**config.mk**
```make
export PLATFORM = sky130hd
export DESIGN_NAME = spi_word_framer
export DESIGN_NICKNAME = d
export VERILOG_FILES = /design/src/rtl/spi_word_framer.sv
export SDC_FILE = /design/constraint.sdc
export NUM_CORES = 1
export LEC_CHECK = 0
export ABC_CLOCK_PERIOD_IN_PS = 3090
export BUFFER_PORTS_ARGS = -buffer_cell sky130_fd_sc_hd__clkbuf_2
export CAP_MARGIN = 15
export CORE_MARGIN = 1
export CORE_UTILIZATION = 55
export CTS_CLUSTER_SIZE = 28
export DETAILED_ROUTE_END_ITERATION = 8
export GPL_TIMING_DRIVEN = 0
export PLACE_DENSITY_LB_ADDON = 0.05
export RECOVER_POWER = 100
export SLEW_MARGIN = 20
export SYNTH_ARGS = -nofsm -noshare
export SYNTH_HDL_FRONTEND = slang
export SYNTH_SLANG_ARGS = --single-unit
```
**constraint.sdc**
```tcl
create_clock -name CLK -period 3.09 [get_ports CLK]
set_clock_uncertainty 0.05 [all_clocks]
set_input_delay 0.4635 -clock CLK [delete_from_list [all_inputs] [get_ports CLK]]
set_output_delay 0.4635 -clock CLK [all_outputs]
set_load 0.02 [all_outputs]
```
**src/rtl/spi_word_framer.sv**
```systemverilog
// spi_word_framer: SPI mode-0 target front end. It turns oversampled SCK/CS/COPI
// pins into little-endian command words and shifts reply words out on CIPO.
//   CLK, resetn          system clock, asynchronous active-low reset
//   SCK, CS, COPI        raw SPI pins from the host (CS active low)
//   CIPO                 reply data to the host, 0 while deselected
//   word_send_data       reply word, snapshotted at CS fall and at each word boundary
//   word_data_received   last complete received word
//   word_received        one-CLK pulse per complete word
//   word_aborted         one-CLK pulse when CS rises mid-word
//   cs_active            synchronized chip select, asserted high
module spi_word_framer #(
    parameter int WORD_BITS   = 64,
    parameter int SYNC_STAGES = 2
) (
    input  logic                 CLK,
    input  logic                 resetn,
    input  logic                 SCK,
    input  logic                 CS,
    input  logic                 COPI,
    output logic                 CIPO,
    input  logic [WORD_BITS-1:0] word_send_data,
    output logic [WORD_BITS-1:0] word_data_received,
    output logic                 word_received,
    output logic                 word_aborted,
    output logic                 cs_active
);
    localparam int CW = $clog2(WORD_BITS);
    localparam logic [WORD_BITS-1:0] LOW_BYTE = WORD_BITS'(8'hFF);
    logic [SYNC_STAGES-1:0] sck_sync_q, cs_sync_q, copi_sync_q;
    logic                   sck_prev_q, cs_prev_q;
    logic [CW-1:0]          cnt_q, cnt_d;
    logic [WORD_BITS-1:0]   rx_q, rx_d, tx_q, tx_d, wdr_q, wdr_d;
    logic                   wr_q, wr_d, wa_q, wa_d;
    logic                   sck_s, cs_s, copi_s, sck_rise, sck_fall, cs_rise, cs_fall;
    assign sck_s    = sck_sync_q[SYNC_STAGES-1];
    assign cs_s     = cs_sync_q[SYNC_STAGES-1];
    assign copi_s   = copi_sync_q[SYNC_STAGES-1];
    assign sck_rise = sck_s & ~sck_prev_q;
    assign sck_fall = ~sck_s & sck_prev_q;
    assign cs_rise  = cs_s & ~cs_prev_q;
    assign cs_fall  = ~cs_s & cs_prev_q;
    assign cs_active          = ~cs_s;
    assign CIPO               = cs_active & tx_q[7];
    assign word_data_received = wdr_q;
    assign word_received      = wr_q;
    assign word_aborted       = wa_q;
    // CS edges take priority over SCK edges landing in the same cycle.
    // Received bit n goes to byte n/8, MSB first: index = n with its low three bits inverted.
    // The tx low byte shifts left so CIPO always shows tx_q[7]. After each full byte the
    // whole word moves down by eight, which brings the next untouched byte into place.
    always_comb begin
        rx_d  = rx_q;
        tx_d  = tx_q;
        cnt_d = cnt_q;
        wdr_d = wdr_q;
        wr_d  = 1'b0;
        wa_d  = 1'b0;
        if (cs_fall) begin
            tx_d  = word_send_data;
            cnt_d = '0;
            rx_d  = '0;
        end else if (cs_rise) begin
            wa_d  = cnt_q != '0;
            cnt_d = '0;
            rx_d  = '0;
        end else if (cs_active && sck_rise) begin
            rx_d[cnt_q ^ CW'(7)] = copi_s;
            cnt_d = cnt_q + 1'b1;
            if (cnt_q == CW'(WORD_BITS - 1)) begin
                cnt_d = '0;
                wdr_d = rx_d;
                wr_d  = 1'b1;
                tx_d  = word_send_data;
            end
        end else if (cs_active && sck_fall && cnt_q != '0) begin
            tx_d = (cnt_q[2:0] == 3'd0) ? tx_q >> 8 : (tx_q & ~LOW_BYTE) | ((tx_q << 1) & LOW_BYTE);
        end
    end
    always_ff @(posedge CLK or negedge resetn) begin
        if (!resetn) begin
            sck_sync_q  <= '0;
            cs_sync_q   <= '1;
            copi_sync_q <= '0;
            sck_prev_q  <= 1'b0;
            cs_prev_q   <= 1'b1;
            cnt_q       <= '0;
            rx_q        <= '0;
            tx_q        <= '0;
            wdr_q       <= '0;
            wr_q        <= 1'b0;
            wa_q        <= 1'b0;
        end else begin
            sck_sync_q  <= {sck_sync_q[SYNC_STAGES-2:0], SCK};
            cs_sync_q   <= {cs_sync_q[SYNC_STAGES-2:0], CS};
            copi_sync_q <= {copi_sync_q[SYNC_STAGES-2:0], COPI};
            sck_prev_q  <= sck_s;
            cs_prev_q   <= cs_s;
            cnt_q       <= cnt_d;
            rx_q        <= rx_d;
            tx_q        <= tx_d;
            wdr_q       <= wdr_d;
            wr_q        <= wr_d;
            wa_q        <= wa_d;
        end
    end
endmodule

```
Yosys cells after proc, flatten, opt, wreduce, memory -nomap -nowiden
Cells that the tools add are included.

Add/sub/neg operators: 1. $lt $le $gt $ge: 2. Equal/unequal tests: 3. Muxes and demuxes: 22. Bitwise operators: 13. Reductions and logical operators: 10.

Operators with widths (number): $mux W64 (9); $bwmux W64 (1); $or A64 B8 Y64 (1); $mux W6 (4); $lt A6 B7 Y1 const B (1); $mux W1 (7); $add A6 B1 Y6 const B (1); $demux W1 S6 (1); $eq A6 B6 Y1 const B (1); $ge A6 B1 Y1 const B (1); $not A1 Y1 (6); $reduce_bool A3 Y1 (2); $reduce_bool A6 Y1 (1); $and A1 B1 Y1 (5); $logic_and A1 B1 Y1 (4); $reduce_and A4 Y1 (1); $logic_not A3 Y1 (1); $ne A3 B2 Y1 const B (1); $not A3 Y3 (1); $reduce_and A3 Y1 (1); $ne A2 B1 Y1 const B (1).

Register bits: 208. Input port bits: 69. Output and inout port bits: 68. Logic and storage cells: 62.

Depth between registers and ports, before layout
Gate-level depths: netlist of run 1.

Depth in word-level cells: 9. Depth in mapped cells: 10. Gate-level depth less buffers: 6.

Least setup slack after synthesis of run 1
OpenSTA, ideal clock, no wires.

Path kind: reg2reg. Start point: register cs_sync_q[1]. End point: register wdr_q[57], in the netlist word_data_received[57]. Setup time: 0.135 ns. Arrival time: 2.151 ns. Required time: 2.905 ns. Setup slack: 0.754 ns. Stages on the path, launching flop included: 10. Buffers on the path: 3. Period minus slack after synthesis: 2.336 ns. Path through: dfstp_2 inv_1 ha_1 inv_1 or4_1 buf_2 buf_6 buf_2 nand2_1 o21ai_0.

Word-level cells in the longest chain between the ends: 4. Elaborated cells between the ends (all ways): 7. Classes of those cells: bitwise: 5; reduce/logical: 2.

RTL lines: start: declaration (RTL line 29) `logic [SYNC_STAGES-1:0] sck_sync_q, cs_sync_q, copi_sync_q;`; start signal: assignment (RTL line 94) `cs_sync_q <= {cs_sync_q[SYNC_STAGES-2:0], CS};`; $not A1 Y1 * (RTL line 42) `assign cs_active = ~cs_s;`; net cs_active (RTL line 25) `output logic cs_active`; $and A1 B1 Y1 (RTL line 41) `assign cs_fall = ~cs_s & cs_prev_q;`; $not A1 Y1 (no source line); $reduce_and A4 Y1 (no source line) *; end signal: assignment (RTL line 101) `wdr_q <= wdr_d;`; end: declaration (RTL line 32) `logic [WORD_BITS-1:0] rx_q, rx_d, tx_q, tx_d, wdr_q, wdr_d;`.

The timed path passes the listed nets; every way through them passes the cells marked *. A chain may end at the register's enable or synchronous reset.

Final worst setup path of run 1
Start point: register cnt_q[2]. End point: register wdr_q[51], in the netlist word_data_received[51].

Word-level cells in the longest chain between the ends: 6. Elaborated cells between the ends (all ways): 9. Classes of those cells: order compare: 2; eq/ne: 1; mux: 3; bitwise: 1; reduce/logical: 2.

RTL lines: start: declaration (RTL line 31) `logic [CW-1:0] cnt_q, cnt_d;`; start signal: assignment (RTL line 98) `cnt_q <= cnt_d;`; $not A3 Y3 (no source line); $lt A6 B7 Y1 (implied by the code) / $ge A6 B1 Y1 (equally long branches) (RTL line 67) `rx_d[cnt_q ^ CW'(7)] = copi_s;`; $logic_and A1 B1 Y1 (implied by the code) (RTL line 67); $mux W1 (implied by the code) (RTL line 67); $demux W1 S6 (RTL line 67); $bwmux W64 (RTL line 67).

Several ways; a longest one is shown, not always the timed one.

==> results of run 1 <==
registers in the layout (all words and copies together), names as in the netlist:
| register | count |
|---|---|
| cs_prev_q | 1 |
| word_data_received | 64 |
| sck_prev_q | 1 |
| sck_sync_q | 2 |
| cs_sync_q | 2 |
| rx_q | 64 |
| cnt_q | 6 |
| word_aborted | 1 |
| copi_sync_q | 2 |
| tx_q | 64 |
| word_received | 1 |
final timing paths:
| check | start | end | slack, ps | depth (start not counted) |
|---|---|---|---|---|
| max reg2reg | cnt_q[2]$_DFFE_PN0P_ | word_data_received[51]$_DFFE_PN0P_ | 110 | 6 |
| max | cnt_q[2]$_DFFE_PN0P_ | word_data_received[51]$_DFFE_PN0P_ | 110 | 6 |
| min reg2reg | sck_sync_q[0]$_DFF_PN0_ | sck_sync_q[1]$_DFF_PN0_ | 300 | 0 |
| min | COPI | copi_sync_q[0]$_DFF_PN0_ | 20 | 1 |
| min in group asynchronous | resetn | word_data_received[46]$_DFFE_PN0P_ | 700 | 2 |
| max in group asynchronous | resetn | rx_q[26]$_DFFE_PN0P_ | 470 | 3 |
Yosys cell counts, types with 2 or more instances:
cell type  count  area [sq um]
nand2_1      127           477
dfrtp_1      205          5130
o22ai_1       51           319
ha_1           4          50.1
o21ai_1        2          10.0
o2bb2ai_1      9          78.8
clkbuf_1      73           274
a21oi_1       77           385
mux2_2         7          78.8
a2bb2oi_1     16           140
dfstp_2        3          78.8
mux2_1         2          22.5
a211oi_2       2          25.0
buf_6          4          45.0
nor2_1         8          30.0
o21ai_0      191           956
nand3_1        5          25.0
buf_2         13          65.1
and3_1         4          25.0
nor2b_1        2          12.5
mux2i_1       71           711
a22o_1         4          35.0
nor3b_1        9          67.6
inv_1         17          63.8
and3b_1        6          52.6
nor3_1         3          15.0
a2bb2oi_2     32           480
buf_4          5          37.5
per-stage QoR:
step / setup TNS (ps) / area (sq um) / utilization [%] / power [mW]
4_1_cts: 0 / 11600 / 66.9 / 7.83
3_3_place_gp: -534310 / 10800 / 62.0 / 5.07
2_1_floorplan: 0 / 9790 / - / 4.62
3_5_place_dp: 0 / 10800 / 62.4 / 5.13
6_report: 0 / 11400 / 65.6 / 7.73
5_1_grt: 0 / 11400 / 65.6 / 8.05
power groups by stage:
stage / clock (mW) / combinational [mW] / sequential, mW
6_report: 2.70 / 1.61 / 3.42
5_1_grt: 2.84 / 1.74 / 3.47
4_1_cts: 2.73 / 1.67 / 3.43
3_5_place_dp: 0 / 1.66 / 3.47
3_3_place_gp: 0 / 1.61 / 3.46
2_1_floorplan: 0 / 1.22 / 3.39
worst max-delay path: stages (launching register included):
cell	delay, ps
dfrtp_1	390
clkbuf_1	360
nor3b_2	840
clkbuf_1	670
nand2_1	210
mux2i_1	170
o21ai_0	190
routing by layer:
| layer | vias up | track usage [%] |
|---|---|---|
| li1 | 3808 | - |
| met4 | 0 | 5.12 |
| met2 | 290 | 42.8 |
| met5 | - | 0 |
| met3 | 21 | 3.33 |
| met1 | 3974 | 44.1 |
layout make-up:
cell class / instances / area [sq um] / share of cell area, %
Buffer: 96 / 403 / 3.54
Clock buffer: 34 / 687 / 6.04
Clock inverter: 7 / 63.8 / 0.561
Inverter: 18 / 67.6 / 0.594
Multi-Input combinational cell: 643 / 4010 / 35.3
Sequential cell: 208 / 5210 / 45.8
Tap cell: 225 / 282 / 2.47
Timing Repair Buffer: 141 / 654 / 5.75
logic make-up after synthesis:
logic type               after synthesis  share of synthesized area [%]
multiplexers                          80                           8.29
flip-flops                           208                           53.2
adder cells (fa/ha/maj)                4                          0.511
AND/OR/NAND/NOR                      173                           7.99
buffers and inverters                114                           5.04
AO/OA/AOI/OAI                        386                           25.0
repair_timing:
| action | in CTS | in global routing |
|---|---|---|
| resized for setup | 0 | 0 |
| endpoints found under the hold margin | 46 | 0 |
| hold buffers | 2 | 0 |
==> results.json, run 1 <==
{
  "status": "complete, no violations",
  "hold_viol_final": 0,
  "synth.avg_cell_area_sq_um": 10.1,
  "antenna_found_initial": 0,
  "cts_setup_buffers": 0,
  "numCtsBuffers": 23,
  "timing.fmax_ghz": 0.336,
  "finalWeightedCongestion": 0.899,
  "antenna_cells": 0,
  "initial_utilization_pct": 56.4,
  "cap_violations": 0,
  "io_pins": 137,
  "ys_seq_elements": 208,
  "ys_seq_area_share_pct": 53.2,
  "p_per_area_nw_per_um2": 679,
  "drive_above_1_share_pct": 14.0,
  "netlist_area_sq_um": 9790,
  "clockRootBuffer": "clkbuf_16",
  "netSwitchingFraction_pct": 29.0,
  "p_leak_nw": 5.17,
  "area_growth_syn_to_layout_pct": 16.2,
  "setup_viol": 0,
  "dr.first_iter.drc_count": 769,
  "ir_drop_mv": 0.501,
  "port_buffers": 136,
  "mostFrequentLayoutCells": "dfrtp_1, o21ai_0, clkbuf_1, nand2_1, a21oi_1",
  "clockPowerShare_pct": 34.9,
  "place_ws_ps": 281,
  "p_seq_share_pct": 44.3,
  "yosysWarnings": 0,
  "drt-vias-per-instance": 5.90,
  "numClockSinks": 208,
  "die_h_um": 135,
  "p_int_mw": 5.49,
  "dr_wl_met2_um": 11400,
  "p_switching_mw": 2.24,
  "final_cells": 1372,
  "cts_tree": "yes",
  "rows": 48,
  "grt_max_degree": 85,
  "cp-end-kind": "flop",
  "worstMarginPinSlew_ps": 1250,
  "ys_async_sr_fraction_pct": 100,
  "syn_nets": 1038,
  "hpwl_um": 17100,
  "slew_viol_final": 0,
  "arrival_ps": 3340,
  "grtUsageTotal_pct": 28.3,
  "rsz0062_at_grt": "false",
  "top_layer": "met4",
  "die_x_um": 135,
  "final_common_cell": "dfrtp_1",
  "path_class": "reg2reg",
  "place_inst": 1329,
  "antenna_left": 0,
  "required_ps": 3460,
  "num_vias": 8093,
  "die-area_sq_um": 18300,
  "grt_overflow": 0,
  "holdWs_ps": 25.0,
  "wl_met1_um": 12100,
  "relSlewSlack_pct": 15.8,
  "grt_pass1_wl_um": 40800,
  "hp-class": "in2reg",
  "setup_slack_ps": 114,
  "path_max_fanout": 10,
  "route.met3.wl_um": 1880,
  "period_share_pct": 96.3,
  "grt_pass1_vias": 7683,
  "ys_types": 41,
  "power_frac_comb_pct": 20.8,
  "fin_crit_ps": 2980,
  "fillerInstances": 1494,
  "core-area_sq_um": 17400,
  "critPathLaunchType": "flop",
  "clk_latency_ps": 500,
  "htree_levels": 1,
  "final_nets": 1204,
  "cts_max_path_buffers": 3,
  "clk_pin_slew_ps": 60,
  "ys.flop_type": "dfrtp_1",
  "synthesis.instances": 965,
  "first_pass_iters": 5,
  "drt-wirelength-per-cell_um": 18.7,
  "wl_um": 25600,
  "drc": 0,
  "synth_edf_count": 0
}
Note: power is estimated with default switching activity, not from simulation.
==> run 2, diff against run 1 <==
Settings changed: CORE_UTILIZATION 55 to 58.
==> results.json, run 2 (same netlist as run 1, synthesis figures left out) <==
{
  "place_inst": 1323,
  "relSlewSlack_pct": -23.2,
  "initial_utilization_pct": 59.2,
  "final_common_cell": "dfrtp_1",
  "wl_um": 25200,
  "fin_crit_ps": 2860,
  "path_delay_family": "buffers and inverters",
  "p_per_area_nw_per_um2": 675,
  "met3_usage_pct": 4.00,
  "setup_tns_ps": 0,
  "area_growth_syn_to_layout_pct": 15.5,
  "die_x_um": 132,
  "grt_pass1_wl_um": 40900,
  "crit_chain": "inv_1 -> ha_1 -> inv_1 -> or4_1 -> clkbuf_2 -> clkbuf_2 -> clkbuf_2 -> nand2_1 -> o21ai_0",
  "cts_tree": "yes",
  "drt-vias-per-instance": 5.89,
  "clockRootBuffer": "clkbuf_16",
  "violations": "capacitance limit, slew limit",
  "die-area_sq_um": 17400,
  "hpwl_um": 16800,
  "path_max_fanout": 10,
  "grt_max_degree": 75,
  "fillerInstances": 1412,
  "mostFrequentLayoutCells": "dfrtp_1, o21ai_0, clkbuf_1, nand2_1, a21oi_1",
  "final_cells": 1367,
  "drt-wirelength-per-cell_um": 18.5,
  "die_h_um": 132,
  "first_pass_iters": 5,
  "max_stage_delay_ps": 620,
  "numCtsBuffers": 23,
  "grt_pass1_vias": 7763,
  "htree_levels": 1,
  "dr.first_iter.drc_count": 765,
  "total_power_mw": 7.64,
  "drive_above_1_share_pct": 12.7,
  "antenna_cells": 0,
  "critPathBufInv": 5,
  "timing.fmax_ghz": 0.350,
  "numClockSinks": 208,
  "port_buffers": 136,
  "critPathLaunchType": "flop",
  "period_share_pct": 92.5,
  "cts_setup_buffers": 0,
  "met2_usage_pct": 44.3,
  "hold_viol_final": 0,
  "cp-end-kind": "flop",
  "grt_overflow": 0,
  "ir_drop_mv": 0.444,
  "drc": 0,
  "status": "finished, violations left",
  "antenna_found_initial": 0,
  "cpMaxStageDelayCell": "dfstp_1",
  "worstMarginPinSlew_ps": 1850,
  "finalWeightedCongestion": 0.916,
  "clk_pin_slew_ps": 60,
  "hp-class": "in2reg",
  "p_leak_nw": 5.14,
  "seq_area_sq_um": 5210,
  "grt-busiest-layer": "met2",
  "slew_viol_final": 74,
  "clk_latency_ps": 510,
  "setup_viol": 0,
  "antenna_left": 0,
  "setup_slack_ps": 233,
  "place_ws_ps": 335,
  "rows": 47,
  "gr-usage-met1_pct": 43.9,
  "multi_input_area_sq_um": 3960,
  "num_vias": 8047,
  "path_class": "reg2reg",
  "cap_violations": 1,
  "arrival_ps": 3180,
  "io_pins": 137,
  "rsz0062_at_grt": "false",
  "final_nets": 1204,
  "cts_max_path_buffers": 3,
  "required_ps": 3410,
  "cpMostUsedCell": "clkbuf_2",
  "reg2reg_slack_ps": 230,
  "core-area_sq_um": 16500,
  "grtUsageTotal_pct": 29.4
}
==> run 2: final timing paths <==
path | start | to | depth (start not counted)
worst min-delay path | COPI | copi_sync_q[0]$_DFF_PN0_ | 1
worst min register to register | cs_sync_q[0]$_DFF_PN1_ | cs_sync_q[1]$_DFF_PN1_ | 0
min in group asynchronous | resetn | word_data_received[47]$_DFFE_PN0P_ | 2
worst max-delay path | cs_sync_q[1]$_DFF_PN1_ | word_data_received[46]$_DFFE_PN0P_ | 9
worst max register to register | cs_sync_q[1]$_DFF_PN1_ | word_data_received[46]$_DFFE_PN0P_ | 9
max in group asynchronous | resetn | cs_sync_q[0]$_DFF_PN1_ | 4
==> run 2: worst reg2reg max path: stages (launching register included) <==
cell,delay [ps]
dfstp_1,620
inv_1,90
ha_1,340
inv_1,60
or4_1,530
clkbuf_2,290
clkbuf_2,310
clkbuf_2,240
nand2_1,100
o21ai_0,80
==> run 2: repair_timing <==
action,CTS,global route
hold buffers,2,1
gates resized for setup,0,0
hold endpoints to repair,74,1
==> run 2: routing by layer <==
metal / vias to the layer above / share of wire, %
met1: 3897 / 46
met4: 0 / 2.7
met3: 46 / 6.4
li1: 3811 / -
met2: 293 / 44
met5: - / 0
==> run 2: where the power goes <==
group	switching, mW	leakage (nW)	internal, mW
combinational	0.851	2.11	0.694
clock	1.08	0.346	1.60
sequential	0.260	2.69	3.15
total	2.19	5.14	5.44
==> run 2: final cells by class <==
class / instances / share of cell area (%)
flip-flops and latches: 208 / 46.1
clock buffers: 38 / 5.77
clock inverters: 3 / 0.609
plain buffers: 96 / 3.56
multi-input cells: 643 / 35.0
inverters: 18 / 0.598
well taps: 220 / 2.43
repair buffers: 141 / 5.91
==> run 2: through the flow <==
stage               instance area [sq um]  util, %  hold slack, ps
floorplan                            9790        -             118
global placement                    10700     65.0             286
detailed placement                  10800     65.5             297
CTS                                 11600     70.0            3.55
global route                        11300     68.4            8.32
finish                              11300     68.4            12.1
==> run 3, diff against run 2 <==
Settings changed: ABC_AREA set to 1.
==> results.json, run 3 <==
{
  "crit_cells": 8,
  "critPathLaunchType": "flop",
  "synth_top_family_by_area": "simple AND/OR/NAND/NOR gates",
  "synth-simple-area-share_pct": 26.2,
  "antenna_found_initial": 0,
  "setup_viol": 0,
  "mostFrequentLayoutCells": "nand2_1, dfrtp_1, o21ai_0, clkbuf_1, inv_1",
  "drive_above_1_share_pct": 10.4,
  "ys_seq_elements": 208,
  "synth_edf_count": 0,
  "path_delay_family": "buffers and inverters",
  "path_max_fanout": 10,
  "wl_um": 26100,
  "rows": 48,
  "synthXorXnorAreaFrac_pct": 0.0861,
  "die_x_um": 134,
  "hold_viol_final": 0,
  "yosys-top-cells-area": "dfrtp_1, nand2_1, o21ai_0, o21bai_1, inv_1",
  "max_stage_delay_ps": 650,
  "fin_crit_ps": 2730,
  "final_area_sq_um": 11900,
  "violations": "capacitance limit, slew limit",
  "final_nets": 1558,
  "htree_levels": 1,
  "io_pins": 137,
  "final_cells": 1725,
  "final_core_utilization_pct": 69.0,
  "rsz0062_at_grt": "false",
  "yosysMostFrequentCell": "nand2_1",
  "synth_largest_type_area_fraction_pct": 50.4,
  "syn_nets": 1393,
  "cts_setup_buffers": 0,
  "cts_max_path_buffers": 3,
  "initial_utilization_pct": 59.0,
  "p_leak_nw": 5.99,
  "area_growth_syn_to_layout_pct": 16.9,
  "core-area_sq_um": 17200,
  "cp-end-kind": "flop",
  "synthesis.instances": 1320,
  "first_pass_iters": 5,
  "synth_top_cell_by_area": "dfrtp_1",
  "place_inst": 1683,
  "ys_types": 28,
  "crit_chain": "inv_1 -> ha_1 -> nand3_1 -> clkbuf_1 -> clkinv_2 -> clkbuf_1 -> nand2_1 -> nand2_1",
  "cap_violations": 1,
  "path_class": "reg2reg",
  "setup_slack_ps": 357,
  "ir_drop_mv": 0.413,
  "numClockSinks": 208,
  "ys_top_cells_by_count": "nand2_1, dfrtp_1, o21ai_0, inv_1, nand3_1",
  "die_h_um": 134,
  "finalWeightedCongestion": 0.852,
  "synth_adder_area_share_pct": 0.492,
  "netlist_area_sq_um": 10200,
  "arrival_ps": 3080,
  "placed_cell_area_sq_um": 11200,
  "ys_async_sr_fraction_pct": 100,
  "grt_pass1_wl_um": 42200,
  "yosysWarnings": 0,
  "die-area_sq_um": 18100,
  "grt_pass1_vias": 8481,
  "drc": 0,
  "clockRootBuffer": "clkbuf_16",
  "timing.fmax_ghz": 0.366,
  "r2r_cells": 8,
  "final_common_cell": "nand2_1",
  "dr.first_iter.drc_count": 839,
  "grt_overflow": 0,
  "drt-wirelength-per-cell_um": 15.1,
  "relSlewSlack_pct": -2.48,
  "clk_latency_ps": 500,
  "antenna_cells": 0,
  "critPathBufInv": 4,
  "status": "finished, violations left",
  "slew_viol_final": 56,
  "p_per_area_nw_per_um2": 686,
  "ys_seq_area_share_pct": 51.2,
  "numCtsBuffers": 23,
  "worstMarginPinSlew_ps": 1540,
  "grtUsageTotal_pct": 29.2,
  "cts_tree": "yes",
  "period_share_pct": 88.4,
  "ys.flop_type": "dfrtp_1",
  "required_ps": 3430,
  "hpwl_um": 18000,
  "holdWs_ps": 10.1,
  "port_buffers": 136,
  "setup_tns_ps": 0,
  "synthMuxAreaShare_pct": 0,
  "synth.avg_cell_area_sq_um": 7.71,
  "synth_compound_area_share_pct": 14.5,
  "antenna_left": 0,
  "clk_pin_slew_ps": 60,
  "num_vias": 9233,
  "grt_max_degree": 86,
  "place_ws_ps": 723,
  "whs_path_depth": 1,
  "hp-class": "in2reg",
  "total_power_mw": 8.16,
  "drt-vias-per-instance": 5.35,
  "cpMaxStageDelayCell": "dfstp_1"
}
==> run 3: worst paths after layout <==
check | startpoint | end | slack, ps
worst max-delay path | cs_sync_q[1]$_DFF_PN1_ | word_data_received[39]$_DFFE_PN0P_ | 360
worst min register to register | sck_sync_q[0]$_DFF_PN0_ | sck_sync_q[1]$_DFF_PN0_ | 290
min in group asynchronous | resetn | word_data_received[14]$_DFFE_PN0P_ | 810
worst min-delay path | COPI | copi_sync_q[0]$_DFF_PN0_ | 10
max in group asynchronous | resetn | tx_q[50]$_DFFE_PN0P_ | 1090
worst max register to register | cs_sync_q[1]$_DFF_PN1_ | word_data_received[39]$_DFFE_PN0P_ | 360
==> run 3: final cells by class <==
| cell class | instances | area, sq um |
|---|---|---|
| Clock buffer | 28 | 624 |
| Buffer | 78 | 347 |
| Inverter | 106 | 399 |
| Fill cell | 1527 | 5340 |
| Timing Repair Buffer | 140 | 671 |
| Sequential cell | 208 | 5210 |
| Tap cell | 225 | 282 |
| Multi-Input combinational cell | 928 | 4200 |
| Clock inverter | 12 | 165 |
==> run 3: power breakdown <==
part | internal (mW) | switching (mW)
combinational | 0.668 | 1.24
sequential | 3.15 | 0.231
clock | 1.76 | 1.10
total | 5.59 | 2.57
==> run 3: worst reg2reg max path, stage by stage, from the launching register on <==
cell and delay, ps:
dfstp_1 650, inv_1 120, ha_1 330, nand3_1 150, clkbuf_1 540, clkinv_2 300
clkbuf_1 290, nand2_1 140, nand2_1 50
==> run 3: cells by family after synthesis <==
group,count (synthesis)
xor+xnor,1
compound gates,259
fa+ha+maj,4
simple gates,664
buf+inv,184
flops,208
==> run 3: timing repair <==
action / in CTS / in global routing
resized for setup: 0 / 0
hold endpoints to repair: 55 / 0
hold buffers: 2 / 0
endpoints found under the setup margin: 0 / 0
==> run 3: per-layer routing <==
layer	vias to the layer above	global-route usage (%)	wire length (um)
li1	4550	-	-
met1	4355	45.6	12700
met2	294	43.4	11200
met3	34	3.67	1730
met4	0	6.24	352
met5	-	0	0
